==> src/rtl/seg7_scan_if.sv <==
// Bus between the display register and the seven-segment scan controller.
interface seg7_scan_if #(
  parameter int NUM_DIGITS = 8
);
  logic                    enable;
  logic                    load;
  logic [4*NUM_DIGITS-1:0] value_in;
  logic [NUM_DIGITS-1:0]   an;
  logic [6:0]              seg;
  logic                    frame_done;
  logic                    upd_pending;

  modport master (
    output enable, load, value_in,
    input  an, seg, frame_done, upd_pending
  );

  modport slave (
    input  enable, load, value_in,
    output an, seg, frame_done, upd_pending
  );
endinterface

==> src/rtl/seg7_scan_ctrl.sv <==
// Multiplexed scan of a common-anode 7-segment bank with blanking gap and double-buffered value.
// Optional leading-zero blanking is built when SEG7_LZB_EN is defined.
module seg7_scan_ctrl #(
  parameter int NUM_DIGITS   = 8,
  parameter int REFRESH_DIV  = 50000,
  parameter int BLANK_CYCLES = 16
) (
  input  logic       clk,
  input  logic       reset,
  seg7_scan_if.slave bus
);
  localparam int CW = $clog2(REFRESH_DIV);
  localparam int IW = $clog2(NUM_DIGITS);
  localparam int DW = 4 * NUM_DIGITS;

  localparam logic [CW-1:0] CNT_LAST  = CW'(REFRESH_DIV - 1);
  localparam logic [CW-1:0] CNT_BLANK = CW'(BLANK_CYCLES);
  localparam logic [IW-1:0] IDX_LAST  = IW'(NUM_DIGITS - 1);

  logic [CW-1:0]         cnt;
  logic [IW-1:0]         idx;
  logic [DW-1:0]         pending;
  logic [DW-1:0]         active;
  logic                  flag;
  logic [NUM_DIGITS-1:0] an_q;
  logic [6:0]            seg_q;
  logic                  fd_q;

  logic                  slot_end;
  logic                  wrap;
  logic                  boundary;
  logic                  show_digit;
  logic                  drive;
  logic [3:0]            cur_digit;
  logic [NUM_DIGITS-1:0] an_nxt;
  logic [6:0]            seg_nxt;

  function automatic logic [6:0] seg7_decode(input logic [3:0] d);
    case (d)
      4'h0:    seg7_decode = 7'h40;
      4'h1:    seg7_decode = 7'h79;
      4'h2:    seg7_decode = 7'h24;
      4'h3:    seg7_decode = 7'h30;
      4'h4:    seg7_decode = 7'h19;
      4'h5:    seg7_decode = 7'h12;
      4'h6:    seg7_decode = 7'h02;
      4'h7:    seg7_decode = 7'h78;
      4'h8:    seg7_decode = 7'h00;
      4'h9:    seg7_decode = 7'h10;
      4'hA:    seg7_decode = 7'h08;
      4'hB:    seg7_decode = 7'h03;
      4'hC:    seg7_decode = 7'h46;
      4'hD:    seg7_decode = 7'h21;
      4'hE:    seg7_decode = 7'h06;
      default: seg7_decode = 7'h0E;
    endcase
  endfunction

  assign slot_end  = (cnt == CNT_LAST);
  assign wrap      = bus.enable && slot_end && (idx == IDX_LAST);
  // While disabled every cycle counts as a frame boundary, so updates are never held off.
  assign boundary  = wrap || !bus.enable;
  assign cur_digit = active[{idx, 2'b00} +: 4];

`ifdef SEG7_LZB_EN
  logic [IW-1:0] msd;

  always_comb begin
    msd = '0;
    for (int i = 1; i < NUM_DIGITS; i++) begin
      if (active[4*i +: 4] != 4'h0) msd = IW'(i);
    end
  end

  assign show_digit = (idx <= msd);
`else
  assign show_digit = 1'b1;
`endif

  assign drive = bus.enable && (cnt >= CNT_BLANK) && show_digit;

  always_comb begin
    an_nxt  = '1;
    seg_nxt = 7'h7F;
    if (drive) begin
      an_nxt[idx] = 1'b0;
      seg_nxt     = seg7_decode(cur_digit);
    end
  end

  always_ff @(posedge clk) begin
    if (reset) begin
      cnt     <= '0;
      idx     <= '0;
      pending <= '0;
      active  <= '0;
      flag    <= 1'b0;
      an_q    <= '1;
      seg_q   <= 7'h7F;
      fd_q    <= 1'b0;
    end else begin
      if (!bus.enable) begin
        cnt <= '0;
        idx <= '0;
      end else if (slot_end) begin
        cnt <= '0;
        idx <= (idx == IDX_LAST) ? '0 : idx + 1'b1;
      end else begin
        cnt <= cnt + 1'b1;
      end

      // A load landing on the boundary bypasses the pending buffer entirely.
      if (bus.load && boundary) begin
        active <= bus.value_in;
        flag   <= 1'b0;
      end else if (bus.load) begin
        pending <= bus.value_in;
        flag    <= 1'b1;
      end else if (boundary && flag) begin
        active <= pending;
        flag   <= 1'b0;
      end

      an_q  <= an_nxt;
      seg_q <= seg_nxt;
      fd_q  <= wrap;
    end
  end

  assign bus.an          = an_q;
  assign bus.seg         = seg_q;
  assign bus.frame_done  = fd_q;
  assign bus.upd_pending = flag;
endmodule

==> src/flat_wrapper.sv <==
// flat-port wrapper written by rule: the top's interface ports become plain ports
module seg7_scan_ctrl_flat 
#(
  parameter int NUM_DIGITS   = 8,
  parameter int REFRESH_DIV  = 50000,
  parameter int BLANK_CYCLES = 16
)
  (clk, reset, bus_enable, bus_load, bus_value_in, bus_an, bus_seg, bus_frame_done, bus_upd_pending);
  seg7_scan_if #(.NUM_DIGITS(NUM_DIGITS)) bus_i ();
  input  logic clk;
  input  logic reset;
  input wire logic [$bits(bus_i.enable)-1:0] bus_enable;
  input wire logic [$bits(bus_i.load)-1:0] bus_load;
  input wire logic [$bits(bus_i.value_in)-1:0] bus_value_in;
  output wire logic [$bits(bus_i.an)-1:0] bus_an;
  output wire logic [$bits(bus_i.seg)-1:0] bus_seg;
  output wire logic [$bits(bus_i.frame_done)-1:0] bus_frame_done;
  output wire logic [$bits(bus_i.upd_pending)-1:0] bus_upd_pending;
  assign bus_i.enable = bus_enable;
  assign bus_i.load = bus_load;
  assign bus_i.value_in = bus_value_in;
  assign bus_an = bus_i.an;
  assign bus_seg = bus_i.seg;
  assign bus_frame_done = bus_i.frame_done;
  assign bus_upd_pending = bus_i.upd_pending;
  seg7_scan_ctrl #(.NUM_DIGITS(NUM_DIGITS), .REFRESH_DIV(REFRESH_DIV), .BLANK_CYCLES(BLANK_CYCLES)) u_core (.clk(clk), .reset(reset), .bus(bus_i));
endmodule
==> config.mk <==
export PLATFORM = sky130hd
export DESIGN_NAME = seg7_scan_ctrl_flat
export DESIGN_NICKNAME = d
export VERILOG_FILES = /design/src/rtl/seg7_scan_if.sv /design/src/rtl/seg7_scan_ctrl.sv /design/src/flat_wrapper.sv
export SDC_FILE = /design/constraint.sdc
export NUM_CORES = 1
export LEC_CHECK = 0
export CORE_ASPECT_RATIO = 1.2
export CORE_MARGIN = 2
export CORE_UTILIZATION = 51
export CTS_BUF_LIST = sky130_fd_sc_hd__clkbuf_8
export DETAILED_ROUTE_END_ITERATION = 8
export PLACE_DENSITY = 0.69
export SLEW_MARGIN = 20
export SYNTH_ARGS = -nofsm -noshare
export SYNTH_HDL_FRONTEND = slang
export SYNTH_SLANG_ARGS = --single-unit
==> constraint.sdc <==
create_clock -name clk -period 3.1 [get_ports clk]
set_clock_uncertainty 0.2 [all_clocks]
set_input_delay 0.62 -clock clk [delete_from_list [all_inputs] [get_ports clk]]
set_output_delay 0.62 -clock clk [all_outputs]
set_load 0.02 [all_outputs]
==> key figures <==
STA
  • Worst-margin pin slew: 0.853 ns
  • Final worst path period share: 0.881
  • Final hold violations: 0
  • RSZ-0062 raised after global routing: false
  • Max Fclk: 0.366 GHz
  • Final setup vio count: 0
  • Post-route minimum period: approximately 2.7 ns
  • Setup WS post-layout: between 0.3 and 0.4 ns
  • Max-slew violations: 0
  • Relative slew slack: 0.430
  • Setup_tns: 0 ns

CTS
  • H-tree depth: 3
  • CTS tree: yes
  • Reg clk slew, reported paths: 0.09 ns
  • # clock sinks: 100
  • Setup Buffers After CTS: 0
  • Number of gates resized after cts: 0
  • Skew-Pair Late Insertion Delay: approximately 0.38 ns
  • Clock Tree Root: clkbuf_8
  • Max Root-Sink Buffers: 2
  • CTS Hold Bufs: 0
  • Total CTS buffers: 9

Critical path
  • Most frequent CP cell: o21ai_0
  • Crit path buffers/inverters: 2
  • Slowest cell on crit path: dfxtp_1
  • Worst path top cell family by delay: flip-flops
  • R2r startpoint: u_core.idx[1]
  • CP endpoint kind: flop
  • Critical Path Source Type: flop
  • CP Cell Sequence: buf_4 > mux4_2 > nand2_1 > and2_1 > inv_1 > ha_1 > o21ai_0 > and3_1 > o21ai_0
  • CP max stage delay: roughly 0.56 ns
  • Worst reg2reg setup slack: around 0.37 ns
  • Worst-case reg-to-reg path depth: 9
  • R2r endpoint: u_core.bus.seg[3]
  • WP data arrival: roughly 2.8 ns
  • Critical path fanouts, max: 10
  • Setup CP Type: flop to flop
  • Worst endpoint required time: 3.16 ns

Yosys
  • Post-Syn Area per Cell: a little over 9 um^2
  • Syn Inst Count: approximately 530
  • Synth top area cells: dfxtp_1 41%, o32ai_2 10%, nand2_1 6.5%, a21oi_1 5.8%, nand2b_1 4.4%
  • Top-count cell post-synth: dfxtp_1
  • Area share of fa/ha/maj cells after synthesis: 0.0259
  • Synth Net Count: about 570
  • Mapped Area: about 4800 um^2
  • Top cells by count, synth: 100 x dfxtp_1, 84 x nand2_1, 56 x a21oi_1
  • Predominant post-synthesis flop cell: dfxtp_1
  • Post-synthesis compound-gate area fraction: 0.231
  • Register area share after synthesis: 0.415
  • Ys async rst share: 0
  • Cell taking the most area after synthesis: dfxtp_1
  • Largest family of logic cells by synthesized area: compound AO/OA/AOI/OAI gates
  • Synth Area in Simple Gates: 0.213
  • Number of synthesized flops with an enable pin: 0
  • FF+latch count, synth: 100
  • Xor/xnor share of the synthesized area: 0.0254
  • Yosys warnings: 0
  • Post-synth top area share: 0.415
  • Mux share of post-synthesis cell area: 0.0350
  • Count of cell types in the netlist: 50

Route
  • First drt pass iteration count: 5
  • Final ANT Viol Nets: 0
  • WL/cell: about 16 um
  • WL final: 11,000 um
  • Drt drc: 0
  • Initial DRC count: around 190
  • Via count: 3,890
  • Vias per Instance: approximately 5.7

Die
  • Core area: around 9100 um^2
  • Top Ports: 53
  • Die span in x: roughly 93 um
  • Starting Density: 0.529
  • DIE HEIGHT: 111 um
  • Row Count: 38
  • Die area: between 10,000 and 15,000 um^2

Cells and area
  • Layout area overhead: 15.6%
  • Filler cells: between 800 and 900
  • Share of cells above drive strength 1: 0.133
  • Design area: 5580 um^2
  • N_diodes: 0
  • Final net count: 607
  • Fin cells: roughly 700

GRT
  • Largest net degree at the start of global routing: between 40 and 50
  • Met3 usage: 0.0348
  • GRT Util Overall: 0.219
  • Layer carrying the most global-route usage: met2
  • First-pass GRT wire length: around 18,000 um
  • Met2 GRT Util: 0.393
  • GR Overflow Total: 0
  • Vias in the first global route: roughly 3,800
  • Initial antenna violation count: 0
  • Met1 usage: 0.255

Hold path
  • Worst hold path type: flop to flop
  • Worst Hold End: u_core.pending[16]
  • Hold Path Cell Cnt: 2
  • Hold path start: u_core.pending[16]

Power and ir drop
  • PwrDens: 433 nW/um^2
  • Static Leak: ~1.9 nW
  • Maximum VDD drop: 0.204 mV
  • Total power: 0.00242 W

Place
  • Dpl ws: approximately 0.27 ns
  • GP Congestion: roughly 0.84
  • Placed Cells: 670
  • Dpl cell area: approximately 5400 um^2
  • Port Buffers: 52
  • Hpwl dp: 7820 um

Run
  • Max_cap viols: 0

Status
  • Run status: finished clean
kinds of logic (layout without fill, tap and decap cells):
kind of cell    after synthesis  in the layout
simple gates                206            206
compound gates              131            131
flops                       100            100
buf+inv                      50             91
xor+xnor                     14             14
mux                          14             14
fa+ha+maj                    10             10
how the worst max path moves through the flow:
stage	endpoint	start	slack (ns)	cells after the start
2_1_floorplan	u_core.bus.seg[3]	u_core.idx[1]	0.72	10
3_3_place_gp	u_core.pending[20]	bus_load	0.34	5
3_5_place_dp	u_core.pending[25]	bus_load	0.27	5
4_1_cts	u_core.bus.seg[3]	u_core.idx[1]	0.39	9
5_1_grt	u_core.bus.seg[1]	u_core.idx[2]	0.22	8
6_report	u_core.bus.seg[3]	u_core.idx[1]	0.37	9
metrics by stage:
step	util	hold slack, ns
after floorplan	-	0.232
after global placement	0.591	0.237
after detailed placement	0.591	0.242
after CTS	0.611	0.256
after global routing	0.611	0.276
final	0.611	0.257
state kept, by name, summed over array words and instances, names as in the netlist:
register and count:
u_core.bus.an 8, u_core.bus.upd_pending 1, u_core.active 32, u_core.idx 3, u_core.bus.frame_done 1, u_core.bus.seg 7, u_core.pending 32, u_core.cnt 16
metal layers:
metal	vias up	part of all wire	wire, um
li1	1936	-	-
met1	1850	0.41	4490
met2	82	0.53	5880
met3	22	0.031	338
met4	0	0.026	282
met5	-	0	0
power breakdown:
part,total (W),switching [W],internal (W)
Combinational,0.000274,0.000151,0.000123
Clock,0.000793,0.000490,0.000303
Sequential,0.00135,0.0000240,0.00133
worst reg2reg max path: stages (launching register included):
cell and delay, ns:
dfxtp_1 0.56, buf_4 0.26, mux4_2 0.54, nand2_1 0.08, and2_1 0.23, inv_1 0.14
ha_1 0.26, o21ai_0 0.11, and3_1 0.17, o21ai_0 0.07
cells in the final DEF (no fill, tap or decap), types with 2 or more instances in the layout:
master             n
nor2b_1            4
o221ai_1           3
a22oi_1           13
and2_1             2
a211oi_1           3
dfxtp_1          100
xor2_1             6
o32ai_2           30
nor2_1            24
mux2i_1            9
nor3_1             6
xnor2_1            8
clkbuf_8           9
o32ai_1            2
mux2_2             3
nand3_1           15
clkinv_4           2
mux4_2             2
nand2_1           84
o21ai_0            8
and3_2             2
and3_1            24
inv_1             10
ha_1              10
a221oi_1           2
nor4_1             2
a21oi_1           56
nand4_1            3
clkdlybuf4s50_1   51
buf_4             12
nand2b_1          34
clkinvlp_4         3
final cells by class:
class	count	area (um^2)	area share
timing repair buffer	65	626	0.112
inverter	10	37.5	0.00672
tap	120	150	0.0269
clock buffer	9	124	0.0222
sequential	100	2000	0.359
clock inverter	7	60.1	0.0108
multi-input combinational	375	2580	0.463
Power figures use the tool's default switching activity.
